<file path="src/rtl/bnn_conv_classifier.sv">
`default_nettype none
// ==========================================================================
// bnn_conv_classifier : KxK binary conv + per-class dense scores + argmax
// Revision 1.0
// ==========================================================================
module bnn_conv_classifier #(
  parameter int K      = 2,
  parameter int IMG    = 3,
  parameter int NCLASS = 2,
  parameter int AW     = $clog2(K*K + NCLASS*(IMG-K+1)*(IMG-K+1))
) (
  input  logic             clk,
  input  logic             rst,
  input  logic             learn_i,
  input  logic [AW-1:0]    ld_addr_i,
  input  logic [7:0]       ld_data_i,
  input  logic             classify_i,
  input  logic [K*K*8-1:0] pixels_i,
  input  logic             pix_valid_i,
  output logic             pix_ready_o,
  output logic             busy_o,
  output logic [7:0]       result_o,
  output logic             result_valid_o
);
  localparam int KK   = K*K;
  localparam int NWIN = (IMG-K+1)*(IMG-K+1);
  localparam int WW   = (NWIN > 1) ? $clog2(NWIN) : 1;
  localparam int IW   = $clog2(NCLASS);
  localparam int CW   = 16 + $clog2(KK);
  localparam int SW   = 9 + $clog2(NWIN);

  typedef enum logic [2:0] {IDLE, RUN, DRAIN, ARGMAX, DONE} state_t;

  state_t               state_q;
  logic signed [7:0]    kern_q  [KK];
  logic signed [7:0]    wt_q    [NCLASS][NWIN];
  logic signed [SW-1:0] score_q [NCLASS];
  logic signed [SW-1:0] best_q;
  logic [IW-1:0]        best_idx_q, cls_q;
  logic [WW-1:0]        win_q, feat_win_q;
  logic                 feat_q, feat_vld_q;
  logic                 pix_ready_q, busy_q, result_valid_q;
  logic [7:0]           result_q;

  logic signed [15:0]   prod_d [KK];
  logic signed [CW-1:0] conv_d;
  logic                 accept_d, take_d;
  logic signed [SW-1:0] best_d;
  logic [IW-1:0]        best_idx_d;

  always_comb begin
    conv_d = '0;
    for (int i = 0; i < KK; i++) begin
      prod_d[i] = 16'($signed(pixels_i[i*8 +: 8])) * 16'(kern_q[i]);
      conv_d    = conv_d + CW'(prod_d[i]);
    end
  end

  assign accept_d   = pix_ready_q && pix_valid_i;
  // Class 0 seeds the running best; later classes need strictly greater.
  assign take_d     = (cls_q == '0) || (score_q[cls_q] > best_q);
  assign best_d     = take_d ? score_q[cls_q] : best_q;
  assign best_idx_d = take_d ? cls_q : best_idx_q;

  always_ff @(posedge clk) begin
    if (rst) begin
      state_q        <= IDLE;
      win_q          <= '0;
      feat_win_q     <= '0;
      feat_q         <= 1'b0;
      feat_vld_q     <= 1'b0;
      cls_q          <= '0;
      best_q         <= '0;
      best_idx_q     <= '0;
      pix_ready_q    <= 1'b0;
      busy_q         <= 1'b0;
      result_q       <= '0;
      result_valid_q <= 1'b0;
      for (int i = 0; i < KK; i++) kern_q[i] <= '0;
      for (int c = 0; c < NCLASS; c++) begin
        score_q[c] <= '0;
        for (int w = 0; w < NWIN; w++) wt_q[c][w] <= '0;
      end
    end else begin
      feat_vld_q     <= 1'b0;
      result_valid_q <= 1'b0;
      if (accept_d) begin
        feat_q     <= ~conv_d[CW-1];
        feat_win_q <= win_q;
        feat_vld_q <= 1'b1;
      end
      if (feat_vld_q) begin
        for (int c = 0; c < NCLASS; c++)
          score_q[c] <= feat_q ? score_q[c] + SW'(wt_q[c][feat_win_q])
                               : score_q[c] - SW'(wt_q[c][feat_win_q]);
      end
      case (state_q)
        IDLE: begin
          if (learn_i) begin
            for (int i = 0; i < KK; i++)
              if (ld_addr_i == AW'(i)) kern_q[i] <= ld_data_i;
            for (int c = 0; c < NCLASS; c++)
              for (int w = 0; w < NWIN; w++)
                if (ld_addr_i == AW'(KK + c*NWIN + w)) wt_q[c][w] <= ld_data_i;
          end else if (classify_i) begin
            state_q     <= RUN;
            pix_ready_q <= 1'b1;
            busy_q      <= 1'b1;
            win_q       <= '0;
            for (int c = 0; c < NCLASS; c++) score_q[c] <= '0;
          end
        end
        RUN: begin
          if (accept_d) begin
            if (win_q == WW'(NWIN-1)) begin
              win_q       <= '0;
              state_q     <= DRAIN;
              pix_ready_q <= 1'b0;
            end else begin
              win_q <= win_q + WW'(1);
            end
          end
        end
        DRAIN: begin
          state_q <= ARGMAX;
          cls_q   <= '0;
        end
        ARGMAX: begin
          best_q     <= best_d;
          best_idx_q <= best_idx_d;
          if (cls_q == IW'(NCLASS-1)) begin
            result_q       <= 8'(best_idx_d);
            result_valid_q <= 1'b1;
            state_q        <= DONE;
          end else begin
            cls_q <= cls_q + IW'(1);
          end
        end
        DONE: begin
          state_q <= IDLE;
          busy_q  <= 1'b0;
        end
        default: begin
          state_q     <= IDLE;
          busy_q      <= 1'b0;
          pix_ready_q <= 1'b0;
        end
      endcase
    end
  end

  assign pix_ready_o    = pix_ready_q;
  assign busy_o         = busy_q;
  assign result_o       = result_q;
  assign result_valid_o = result_valid_q;

endmodule
`default_nettype wire

</file>
<file path="config.mk">
export PLATFORM = sky130hd
export DESIGN_NAME = bnn_conv_classifier
export DESIGN_NICKNAME = d
export VERILOG_FILES = /design/src/rtl/bnn_conv_classifier.sv
export SDC_FILE = /design/constraint.sdc
export NUM_CORES = 1
export LEC_CHECK = 0
export BUFFER_PORTS_ARGS = -buffer_cell sky130_fd_sc_hd__buf_2
export CAP_MARGIN = 20
export CELL_PAD_IN_SITES_DETAIL_PLACEMENT = 1
export CELL_PAD_IN_SITES_GLOBAL_PLACEMENT = 1
export CORE_ASPECT_RATIO = 1.75
export CORE_MARGIN = 2
export CORE_UTILIZATION = 25
export CTS_CLUSTER_DIAMETER = 40
export DETAILED_ROUTE_END_ITERATION = 10
export PLACE_DENSITY_LB_ADDON = 0.08
export SLEW_MARGIN = 25
export SYNTH_ARGS = -nofsm -noshare
export SYNTH_HDL_FRONTEND = slang
export SYNTH_SLANG_ARGS = --single-unit
</file>
<file path="constraint.sdc">
create_clock -name clk -period 7 [get_ports clk]
set_input_delay 0.35 -clock clk [delete_from_list [all_inputs] [get_ports clk]]
set_output_delay 0.35 -clock clk [all_outputs]
set_load 0.02 [all_outputs]
</file>
# Word-level counts from Yosys, hierarchy flattened
# Memories as Yosys holds them, arrays and structs flattened. A register that Yosys moved wholly into a read port is not among the register bits.
# Cells that the tools add are included.
# word_totals
reg_bits,26
ramBits,118
in_bits,49
output_inout_bits,11
wordCells,206
n_memories,3
# memory_table
memory,words,word_bits,read_ports,rd_clocked_by_memory_dff,wr,line_no,source
wt_q,2,32,2,0,2,36,logic signed [7:0] wt_q [NCLASS][NWIN];
kern_q,4,8,4,0,4,35,logic signed [7:0] kern_q [KK];
score_q,2,11,3,1,2,37,logic signed [SW-1:0] score_q [NCLASS];
# classes
n_addsub,9
mul,4
magnitude_cmp,2
n_eq_ne,21
mux,118
n_bitwise,22
n_reduce_logical,15
# op_table
cell,count
two-way mux 8 bit,16
two-way mux 1 bit,80
two-way mux 11 bit,6
multiplier 8 x 8 -> 16 bit,4
binary-select mux 8 bit (select 2 bit),2
adder 11 x 8 -> 11 bit,2
subtractor 11 x 8 -> 11 bit,2
adder 17 x 16 -> 18 bit,1
adder 18 x 16 -> 18 bit,1
adder 16 x 16 -> 17 bit,1
"== test 4 x 3 -> 1 bit, second input constant",4
"== test 4 bit, second input constant",4
bitwise OR 1 bit,16
two-way mux 3 bit,5
case mux 3 bit (4 select lines),1
> comparator 11 bit,1
"inequality test 2 bit, second input constant",5
AND reduction 5 bit,2
"== test 4 x 2 -> 1 bit, second input constant",2
two-way mux 2 bit,4
"== test 3 x 2 -> 1 bit, second input constant",2
OR reduction 3 bit,2
inverter 1 bit,5
"== test 4 x 1 -> 1 bit, second input constant",1
19 further kinds,22

# Longest topological paths before layout
# Gate-level depths: netlist of run 1.
# depth
depth_word,8
ltp_mapped,25
ltp_nobuf,25

# Worst setup path after synthesis of run 1
# No wires, ideal clock.
# synth_path
kind,reg-to-reg
from,memory kern_q[2][2]
to,register feat_q
setup_ps,71
arrival_time_ps,6405
required_time_ps,6929
setup_slack_ps,525
stages_incl_launch_ff,24
path_buffers,1
synth_period_minus_slack_ps,6475
path_cell_list,edfxtp_1 > clkbuf_1 > nand2_1 > fa_1 > inv_1 > fa_1 > inv_1 > fa_1 > inv_1 > fa_1 > inv_1 > fa_1 > inv_1 > fa_1 > fa_1 > fa_1 > ha_1 > a211oi_1 > nand2_1 > or4_1 > o21ai_0 > xnor2_1 > nand3_1 > a21oi_1
# synth_rtl
item,line_no,source
start: declaration,35,
end signal: assignment,88,feat_q <= ~conv_d[CW-1];
end: declaration,41,"logic feat_q, feat_vld_q;"

==> flow_metrics.tcl, run 1 <==
set metrics [dict create \
    cts_max_level 4 \
    wl_per_cell_microns 21.3 \
    coreArea_sq_um 71900 \
    holdPathStages 3 \
    fp.dieArea_sq_um 74900 \
    setup.worst_path.end_class "flip-flop" \
    seqPwrFrac_pct 11.6 \
    ant_nets 0 \
    crit_arrival_ns 7.14 \
    vdd_drop_max_mv 0.721 \
    start_util_pct 25.3 \
    overflow 0 \
    crit_type "reg2reg" \
    hold_violations 0 \
    setup_viol 0 \
    rows 130 \
    async_flop_share_pct 0 \
    grt_pass1_vias 14500 \
    max_freq_mhz 148 \
    seq_area_sq_um 3860 \
    rsz0062_at_grt "no" \
    r2r-start "kern_q[3][2]" \
    clkPwrFrac_pct 11.3 \
    hold_path_end "busy_o" \
    worstSetupStartpointType "flip-flop" \
    period_minus_slack_ns 6.77 \
    cts.sink_count 145 \
    seq_area_frac_synth_pct 21.3 \
    synth_cell_types 60 \
    grt_util_met3_pct 1.23 \
    drc_errors 0 \
    avgViaCountPerCell 4.41 \
    fin_crit_sh_pct 96.6 \
    drv_slew 0 \
    synth_seq_cells 145 \
    cts_max_path_buffers 2 \
    gp_congestion 0.796 \
    dr.first_iter.drc_count 319 \
    ios 60 \
    netlist_instances 1754 \
    vias 12300 \
    reg2reg_to "feat_q" \
    area_growth_syn_to_layout_pct 13.1 \
    synth_top_area_share_pct 35.2 \
    synth_ff_type "edfxtp_1" \
    power.share.combinational_pct 77.1 \
    fin_skew_ns 0.0132 \
    slew_headroom_pct 31.3 \
    cp_max_fo 3 \
    hold_path_class "in2reg" \
    dieHeight_microns 361 \
    status "complete, no violations" \
    net-switching-power_w 0.00383 \
    gr-usage-met1_pct 14.0 \
    grt.busiest_layer "met2" \
    cts_root_buffer "clkbuf_16" \
    syn_area_per_cell_sq_um 10.4 \
    track_usage_pct 16.5 \
    clk_pin_slew_ns 0.06 \
    cts.hold.buffers_added 0 \
    ff2ff_setup_slack_ns 0.23 \
    power_density_nw_per_um2 404 \
    antenna_found_initial 1 \
    cts_tree "done" \
    nets 2337 \
    tightest_slew_ns 1.02 \
    p_int_w 0.00447 \
    final_core_util_pct 28.6 \
    fp.dieW_microns 208 \
    setup-tns-final_ns 0 \
    synthTopCellsByArea "fa_1 (35%), edfxtp_1 (16%), ha_1 (8.7%)" \
    hpwlAfterDp_microns 51700 \
    drt_first_pass_iters 4 \
    numCtsBuffers 17 \
    synth_area_leader_cell "fa_1" \
    grt_max_degree 44 \
    portBuffers 52 \
    drv_cap 0 \
    yosysWarnings 0 \
    hp-start "classify_i" \
    rr_worst_depth 23 \
    use_met2_pct 38.2 \
    multi_input_area_sq_um 12800 \
    switching_share_pct 46.1 \
    hold_ws_ns 0.249 \
    critPathRequiredTime_ns 7.38 \
    synth_edf_count 96 \
    clock_latency_ns 0.45 \
    num-fill-cells 8159 \
    leakage_nw 9.21 \
    grt_pass1_wl_microns 90600 \
    wl_microns 59300 \
    netlist_area_sq_um 18200 \
    drive_gt1_share_pct 10.8 \
]
-- cells by family after synthesis --
| logic type | count (synthesis) | synth area share (%) |
|---|---|---|
| xor gates and xnor gates | 44 | 2.20 |
| adders and majority gates | 446 | 43.9 |
| buffers and inverters | 428 | 9.09 |
| other | 1 | 0.0206 |
| muxes | 42 | 3.57 |
| DFF | 145 | 21.3 |
| AOI/OAI and AO/OA | 138 | 4.80 |
| and+or+nand+nor | 510 | 15.1 |
-- cell usage after synthesis (4+ instances only) --
library cell,count
buf_4,7
nand2_1,115
nand2b_1,19
o31ai_1,5
nor2b_1,13
edfxtp_1,96
inv_1,386
dfxtp_1,49
mux4_1,4
o21bai_1,16
mux2_2,11
fa_1,319
o21ai_0,18
mux2i_1,15
and3_1,5
nor2_1,58
xor2_1,13
ha_1,127
xnor2_1,30
o22ai_1,10
mux4_2,12
nand3b_1,4
nand3_1,30
nor3_1,16
clkbuf_1,26
a31oi_1,31
o21a_1,6
or3_1,16
a211oi_1,5
and2_1,213
a21oi_1,32
-- placed cells by master, fill, tap and decap left out, types with 30 or more instances in the layout --
| cell | count |
|---|---|
| inv_1 | 383 |
| fa_1 | 310 |
| and2_1 | 209 |
| ha_1 | 123 |
| nand2_1 | 112 |
| edfxtp_1 | 96 |
| nor2_1 | 58 |
| buf_2 | 52 |
| dfxtp_1 | 49 |
| buf_4 | 48 |
| a31oi_1 | 31 |
| xnor2_1 | 30 |
-- flip-flops by register name, summed over array words and instances, names as in the netlist, named ones only --
signal	count
state_q	3
best_idx_q	1
score_q	22
wt_q	64
busy_o	1
kern_q	32
result_o	1
feat_q	1
result_valid_o	1
best_q	11
pix_ready_o	1
feat_vld_q	1
win_q	2
feat_win_q	2
cls_q	1
-- repair_timing --
item	4_1_cts	5_1_grt
setup buffers	2	16
pin swaps	0	25
gates resized for setup	5	34
setup endpoints to repair	1	1
-- layout make-up --
| type | instances | share of cell area [%] |
|---|---|---|
| Tap cell | 924 | 5.63 |
| Timing Repair Buffer | 104 | 3.24 |
| Multi-Input combinational cell | 1187 | 62.4 |
| Antenna cell | 1 | 0.0122 |
| Clock buffer | 22 | 2.26 |
| Clock inverter | 10 | 0.615 |
| Sequential cell | 145 | 18.8 |
| Inverter | 387 | 7.07 |
-- critical path: stages, from the launching register on --
cell	delay (ns)
edfxtp_1	0.45
and2_4	0.20
fa_2	0.58
buf_4	0.14
fa_2	0.49
buf_4	0.17
fa_1	0.55
inv_1	0.07
fa_1	0.48
inv_1	0.07
fa_1	0.53
inv_1	0.05
fa_1	0.49
fa_1	0.43
fa_1	0.49
inv_1	0.05
ha_2	0.18
a211oi_2	0.14
nand2_1	0.10
or4_4	0.42
o21ai_2	0.20
xnor2_1	0.16
nand3_1	0.12
a21oi_2	0.16
-- how the worst max path moves through the flow --
stage	startpoint	end	slack (ns)	depth (start not counted)
floorplan	kern_q[2][2]	feat_q	0.52	23
global placement	pixels_i[15]	feat_q	0.01	23
detailed placement	pixels_i[15]	feat_q	-0.14	23
CTS	kern_q[3][0]	feat_q	0.04	23
global route	kern_q[3][2]	feat_q	0.02	22
finish	kern_q[3][2]	feat_q	0.23	23
-- power by group through the flow --
| stage | clock, W | combinational (W) | sequential [W] |
|---|---|---|---|
| 5_1_grt | 0.000992 | 0.00735 | 0.000967 |
| 3_5_place_dp | 0 | 0.00594 | 0.000985 |
| 2_1_floorplan | 0 | 0.00424 | 0.000972 |
| 3_3_place_gp | 0 | 0.00584 | 0.000984 |
| 6_report | 0.000936 | 0.00640 | 0.000963 |
| 4_1_cts | 0.000963 | 0.00602 | 0.000966 |
-- stage by stage --
stage	power (W)	cell area [sq um]	instances	setup WS, ns
after floorplan	0.00521	18200	1760	0.525
after global placement	0.00682	19700	2730	0.0129
after detailed placement	0.00692	19700	2730	-0.136
after CTS	0.00795	20300	2764	0.0407
after global routing	0.00931	20500	2779	0.0227
final	0.00830	20500	2780	0.235
-- routing by layer --
metal | share of wire, % | vias to the layer above
met5 | 0.022 | -
met4 | 2.4 | 2
met3 | 1.1 | 42
met2 | 67 | 89
met1 | 30 | 6479
li1 | - | 5655
No activity file was read; power rests on OpenSTA's default activity.
==> run 2: changes to the inputs <==
--- a/config.mk
+++ b/config.mk
@@ -5,6 +5,7 @@
 export SDC_FILE = /design/constraint.sdc
 export NUM_CORES = 1
 export LEC_CHECK = 0
+export ABC_AREA = 1
 export BUFFER_PORTS_ARGS = -buffer_cell sky130_fd_sc_hd__buf_2
 export CAP_MARGIN = 20
 export CELL_PAD_IN_SITES_DETAIL_PLACEMENT = 1
@@ -12,9 +13,11 @@
 export CORE_ASPECT_RATIO = 1.75
 export CORE_MARGIN = 2
 export CORE_UTILIZATION = 25
+export CTS_BUF_LIST = sky130_fd_sc_hd__clkbuf_8
 export CTS_CLUSTER_DIAMETER = 40
 export DETAILED_ROUTE_END_ITERATION = 10
 export PLACE_DENSITY_LB_ADDON = 0.08
+export SETUP_SLACK_MARGIN = 0.2
 export SLEW_MARGIN = 25
 export SYNTH_ARGS = -nofsm -noshare
 export SYNTH_HDL_FRONTEND = slang
==> run 2 against run 1 <==
  * Non-clock buffer count decreased by 28
  * Global-route usage rose by 1.1 points
  * Synthesized cell count increased by 27%
  * Clock skew grew 0.0025 ns
  * Die area increased by 2.8%
  * Register-to-register slack improved by 0.32 ns
  * Setup slack improved by 0.32 ns
==> flow_metrics.tcl, run 2 <==
set metrics [dict create \
    clk_pin_slew_ns 0.10 \
    drv_cap 0 \
    cts.hold.buffers_added 0 \
    final_common_cell "inv_1" \
    fp.dieW_microns 211 \
    cts_max_level 4 \
    period_minus_slack_ns 6.45 \
    clock_latency_ns 0.50 \
    syn_area_per_cell_sq_um 8.41 \
    dieHeight_microns 366 \
    synthTopCellsByArea "fa_1 (34%), edfxtp_1 (15%), inv_1 (12%)" \
    drive_gt1_share_pct 7.00 \
    synth_common_cells "inv_1 (594), nand2_1 (486), fa_1 (319)" \
    vdd_drop_max_mv 0.470 \
    hold_violations 0 \
    fin_crit_sh_pct 92.1 \
    max_freq_mhz 155 \
    portBuffers 52 \
    cts.sink_count 145 \
    power_density_nw_per_um2 405 \
    drt_first_pass_iters 4 \
    track_usage_pct 17.5 \
    leakage_nw 10.7 \
    critPathRequiredTime_ns 7.41 \
    cpMostUsedCell "fa_1" \
    overflow 0 \
    wl_per_cell_microns 20.0 \
    dr.first_iter.drc_count 375 \
    area_growth_syn_to_layout_pct 8.70 \
    grt_pass1_vias 16000 \
    antenna_found_initial 1 \
    yosysWarnings 0 \
    drc_errors 0 \
    grt_pass1_wl_microns 97600 \
    largest_reg_flops 64 \
    synth_top_area_share_pct 34.2 \
    start_util_pct 25.2 \
    coreArea_sq_um 74000 \
    total_power_w 0.00822 \
    synth_ff_type "edfxtp_1" \
    rsz0062_at_grt "no" \
    async_flop_share_pct 0 \
    wl_microns 63800 \
    synth_seq_cells 145 \
    mostFrequentLayoutCells "inv_1 (592), nand2_1 (486), fa_1 (318), nor2_1 (143), ha_1 (127)" \
    tightest_slew_ns 0.806 \
    setup-tns-final_ns 0 \
    ant_nets 0 \
    hpwlAfterDp_microns 54900 \
    top_regs "wt_q: 64 flops, kern_q: 32 flops, score_q: 22 flops" \
    netlist_instances 2220 \
    gp_congestion 0.786 \
    seq_area_frac_synth_pct 20.7 \
    synth_edf_count 96 \
    avgViaCountPerCell 4.32 \
    slowest_delay_ns 0.59 \
    setup.worst_path.end_class "flip-flop" \
    drv_slew 0 \
    hold_path_class "in2reg" \
    cts_max_path_buffers 2 \
    netlist_area_sq_um 18700 \
    cts_root_buffer "clkbuf_8" \
    grt_max_degree 38 \
    slowest_stage "fa_1" \
    setup_viol 0 \
    synth_cell_types 43 \
    cts_tree "done" \
    rows 132 \
    crit_arrival_ns 6.86 \
    post-synth-top-count-cell "inv_1" \
    nets 2724 \
    status "complete, no violations" \
    ios 60 \
    fin_skew_ns 0.0157 \
    worstSetupStartpointType "flip-flop" \
    synth_area_leader_cell "fa_1" \
    numCtsBuffers 17 \
    cp_max_fo 8 \
    slew_headroom_pct 45.7 \
    crit_type "reg2reg" \
    fp.dieArea_sq_um 77000 \
    vias 13700 \
    top_register "wt_q" \
]
==> run 2: cell count changes in the layout (fill, tap and decap cells not counted), sizes merged, moves of 14 or more <==
cell | before | now
nand2 | 115 | 496
inv | 389 | 608
and2 | 214 | 0
nor2 | 58 | 146
nand3 | 30 | 81
a21oi | 32 | 77
buf | 104 | 76
a31oi | 31 | 6
o21ai | 18 | 43
xnor2 | 30 | 7
nand2b | 19 | 0
mux4 | 16 | 0
or3 | 16 | 0
mux2i | 15 | 1
==> run 2: critical path, delay by kind of cell, from the launching register on <==
family	cells	cell delay, ns
AND/OR/NAND/NOR	6	0.70
buffers and inverters	8	0.55
AO/OA/AOI/OAI	3	0.34
adder cells (fa/ha/maj)	9	4.26
flip-flops	1	0.50
==> run 2: kinds of logic (layout without fill, tap and decap cells) <==
family	after synthesis	in the layout	share of synthesized area, %
multiplexers	1	1	0.0536
flip-flops	145	145	20.7
buffers and inverters	699	715	14.4
AO/OA/AOI/OAI	146	146	4.29
XOR/XNOR	22	22	1.07
AND/OR/NAND/NOR	760	760	16.8
other	1	8	0.0201
adder cells (fa/ha/maj)	446	446	42.7
==> run 2: area by class of cell <==
class                      count  area (sq um)
timing repair buffer          76           440
inverter                     607          2280
clock buffer                  18           248
multi-input combinational   1382         12200
fill                        8813         53700
tap                          938          1170
sequential                   145          3860
antenna                        1          2.50
clock inverter                14           140
==> run 2: per-stage QoR <==
| step | hold slack, ns | instances | area [sq um] | util [%] | setup slack [ns] |
|---|---|---|---|---|---|
| 3_3_place_gp | 0.449 | 3139 | 19800 | 26.8 | 0.418 |
| 3_5_place_dp | 0.451 | 3139 | 19800 | 26.8 | 0.399 |
| 2_1_floorplan | 0.433 | 2226 | 18700 | - | 0.952 |
| 5_1_grt | 0.250 | 3181 | 20300 | 27.4 | 0.201 |
| 4_1_cts | 0.204 | 3171 | 20200 | 27.3 | 0.378 |
| 6_report | 0.249 | 3181 | 20300 | 27.4 | 0.554 |
==> run 2: layer usage <==
layer | track usage [%] | up-vias | wire, microns
li1 | - | 6511 | -
met1 | 15.3 | 7052 | 19600
met2 | 39.3 | 117 | 40800
met3 | 1.04 | 52 | 648
met4 | 7.28 | 0 | 2680
met5 | 0 | - | 0
==> run 2: repair_timing <==
action	CTS	global route
setup buffers	0	9
setup endpoints to repair	0	1
gates resized for setup	0	3
endpoints found under the hold margin	0	0
==> run 2: power breakdown <==
group / total (W) / switching [W] / internal (W)
registers: 0.000992 / 0.0000443 / 0.000948
logic: 0.00653 / 0.00381 / 0.00272
clock network: 0.000703 / 0.000399 / 0.000303
==> run 2: worst paths after layout <==
check                           slack [ns]          to  depth (start not counted)    startpoint
worst max-delay path                  0.55      feat_q                         26  kern_q[3][7]
worst min-delay path                  0.25  state_q[0]                          3    classify_i
worst max register to register        0.55      feat_q                         26  kern_q[3][7]
worst min register to register        0.46  best_idx_q                          2    best_idx_q
==> run 3: changes to the inputs <==
--- a/config.mk
+++ b/config.mk
@@ -6,7 +6,7 @@
 export NUM_CORES = 1
 export LEC_CHECK = 0
 export ABC_AREA = 1
-export BUFFER_PORTS_ARGS = -buffer_cell sky130_fd_sc_hd__buf_2
+export BUFFER_PORTS_ARGS = -buffer_cell sky130_fd_sc_hd__clkbuf_2
 export CAP_MARGIN = 20
 export CELL_PAD_IN_SITES_DETAIL_PLACEMENT = 1
 export CELL_PAD_IN_SITES_GLOBAL_PLACEMENT = 1
@@ -16,7 +16,7 @@
 export CTS_BUF_LIST = sky130_fd_sc_hd__clkbuf_8
 export CTS_CLUSTER_DIAMETER = 40
 export DETAILED_ROUTE_END_ITERATION = 10
-export PLACE_DENSITY_LB_ADDON = 0.08
+export PLACE_DENSITY_LB_ADDON = 0.1
 export SETUP_SLACK_MARGIN = 0.2
 export SLEW_MARGIN = 25
 export SYNTH_ARGS = -nofsm -noshare
==> constraint.sdc (replaced) <==
create_clock -name clk -period 7.1 [get_ports clk]
set_input_delay 0.355 -clock clk [delete_from_list [all_inputs] [get_ports clk]]
set_output_delay 0.355 -clock clk [all_outputs]
set_load 0.02 [all_outputs]
==> run 3 against run 2 <==
  * Clock power is 4.8% higher
  * Critical endpoint unchanged
  * Count of clock-buffer cells in the layout down 1
  * Clock skew is 0.00052 ns lower
  * Die area unchanged
  * Largest cell class unchanged
  * Critical path type unchanged
  * Global-route usage down 0.12 points
  * Register-to-register slack better by 0.05 ns
  * Via count shrank 0.12%
  * Non-clock buffer count fell by 4
==> flow_metrics.tcl, run 3 (synthesized netlist as in run 2, its figures left out) <==
set metrics [dict create \
    drt_first_pass_iters 4 \
    antenna_found_initial 1 \
    hp-start "classify_i" \
    cts_max_path_buffers 2 \
    cts_max_level 4 \
    placed_cells 3138 \
    top_regs "wt_q: 64 flops, kern_q: 32 flops, score_q: 22 flops" \
    drv_slew 0 \
    largest_reg_flops 64 \
    nets 2720 \
    critPathRequiredTime_ns 7.51 \
    status "complete, no violations" \
    slowest_delay_ns 0.58 \
    dieHeight_microns 366 \
    period_minus_slack_ns 6.50 \
    wl_per_cell_microns 20.1 \
    final_common_cell "inv_1" \
    clock_latency_ns 0.51 \
    top_register "wt_q" \
    grt_pass1_wl_microns 96400 \
    mostFrequentLayoutCells "inv_1 (593), nand2_1 (486), fa_1 (318), nor2_1 (143), ha_1 (127)" \
    fp.dieArea_sq_um 77000 \
    hpwlAfterDp_microns 54600 \
    slowest_stage "edfxtp_1" \
    cpMostUsedCell "inv_1" \
    rows 132 \
    clk_pin_slew_ns 0.10 \
    ff2ff_setup_slack_ns 0.60 \
    overflow 0 \
    portBuffers 52 \
    ant_nets 0 \
    hold_violations 0 \
    fp.dieW_microns 211 \
    max_freq_mhz 154 \
    crit_start "kern_q[3][3]" \
    vias 13700 \
    crit_type "reg2reg" \
    wl_microns 63900 \
    cts_root_buffer "clkbuf_8" \
    track_usage_pct 17.4 \
    hold_path_class "in2reg" \
    cts.sink_count 145 \
    cts_tree "done" \
    ios 60 \
    r2r-start "kern_q[3][3]" \
    area_growth_syn_to_layout_pct 8.71 \
    setup-tns-final_ns 0 \
    setup_viol 0 \
    setup_ws_ns 0.600 \
    setup.worst_path.end_class "flip-flop" \
    crit_arrival_ns 6.91 \
    stdcell_count 3177 \
    vdd_drop_max_mv 0.647 \
    final_core_util_pct 27.4 \
    drc_errors 0 \
    dr.first_iter.drc_count 417 \
    grt_pass1_vias 15900 \
    gp_congestion 0.786 \
    fin_skew_ns 0.0152 \
    coreArea_sq_um 74000 \
    numCtsBuffers 17 \
    grt_max_degree 38 \
    drv_cap 0 \
    worstSetupStartpointType "flip-flop" \
    start_util_pct 25.2 \
    rsz0062_at_grt "no" \
    dp_slack_ns 0.385 \
    slew_headroom_pct 45.8 \
    avgViaCountPerCell 4.32 \
    power_density_nw_per_um2 405 \
    tightest_slew_ns 0.811 \
    drive_gt1_share_pct 6.75 \
    leakage_nw 10.7 \
    cp_max_fo 8 \
    fin_crit_sh_pct 91.5 \
]
-- run 3: routing by layer --
layer  track usage, %  vias to the layer above  share of wire (%)
met5                0                        -                  0
met4             10.3                        0                6.3
met3             1.13                       82                1.1
met2             37.5                      134                 61
met1             15.2                     7001                 31
li1                 -                     6499                  -
-- run 3: path summary, 6_finish.rpt --
path,cells past startpoint,end
setup reg to reg,28,feat_q
setup / recovery,28,feat_q
hold / removal,3,state_q[0]
hold reg to reg,2,best_idx_q
-- run 3: critical path: cells and delay by family (launching register included) --
| family | cells | cell delay [ns] |
|---|---|---|
| AND/OR/NAND/NOR | 7 | 0.52 |
| adder cells (fa/ha/maj) | 9 | 4.21 |
| buffers and inverters | 10 | 0.84 |
| AO/OA/AOI/OAI | 2 | 0.24 |
| flip-flops | 1 | 0.58 |
-- run 3: power breakdown --
group / leakage, nW / switching (W) / internal, W / total (W)
combinational: 9.09 / 0.00381 / 0.00269 / 0.00650
clock: 0.197 / 0.000415 / 0.000323 / 0.000737
sequential: 1.39 / 0.0000440 / 0.000935 / 0.000979
-- run 3: what timing repair did --
item	in CTS	in global routing
endpoints found under the setup margin	0	1
hold buffers	0	0
buffers inserted	0	6
resized for setup	0	3
-- run 3: area by class of cell --
type | count | area, sq um
Tap cell | 938 | 1170
Multi-Input combinational cell | 1382 | 12200
Fill cell | 8780 | 53700
Sequential cell | 145 | 3860
Clock inverter | 15 | 173
Timing Repair Buffer | 72 | 423
Antenna cell | 1 | 2.50
Inverter | 607 | 2280
Clock buffer | 17 | 234
-- run 3: through the flow --
stage	power (W)	hold WS (ns)	instance area (sq um)
after floorplan	0.00569	0.433	18700
after global placement	0.00743	0.446	19800
after detailed placement	0.00764	0.457	19800
after CTS	0.00842	0.226	20200
after global routing	0.00946	0.256	20300
final	0.00822	0.248	20300
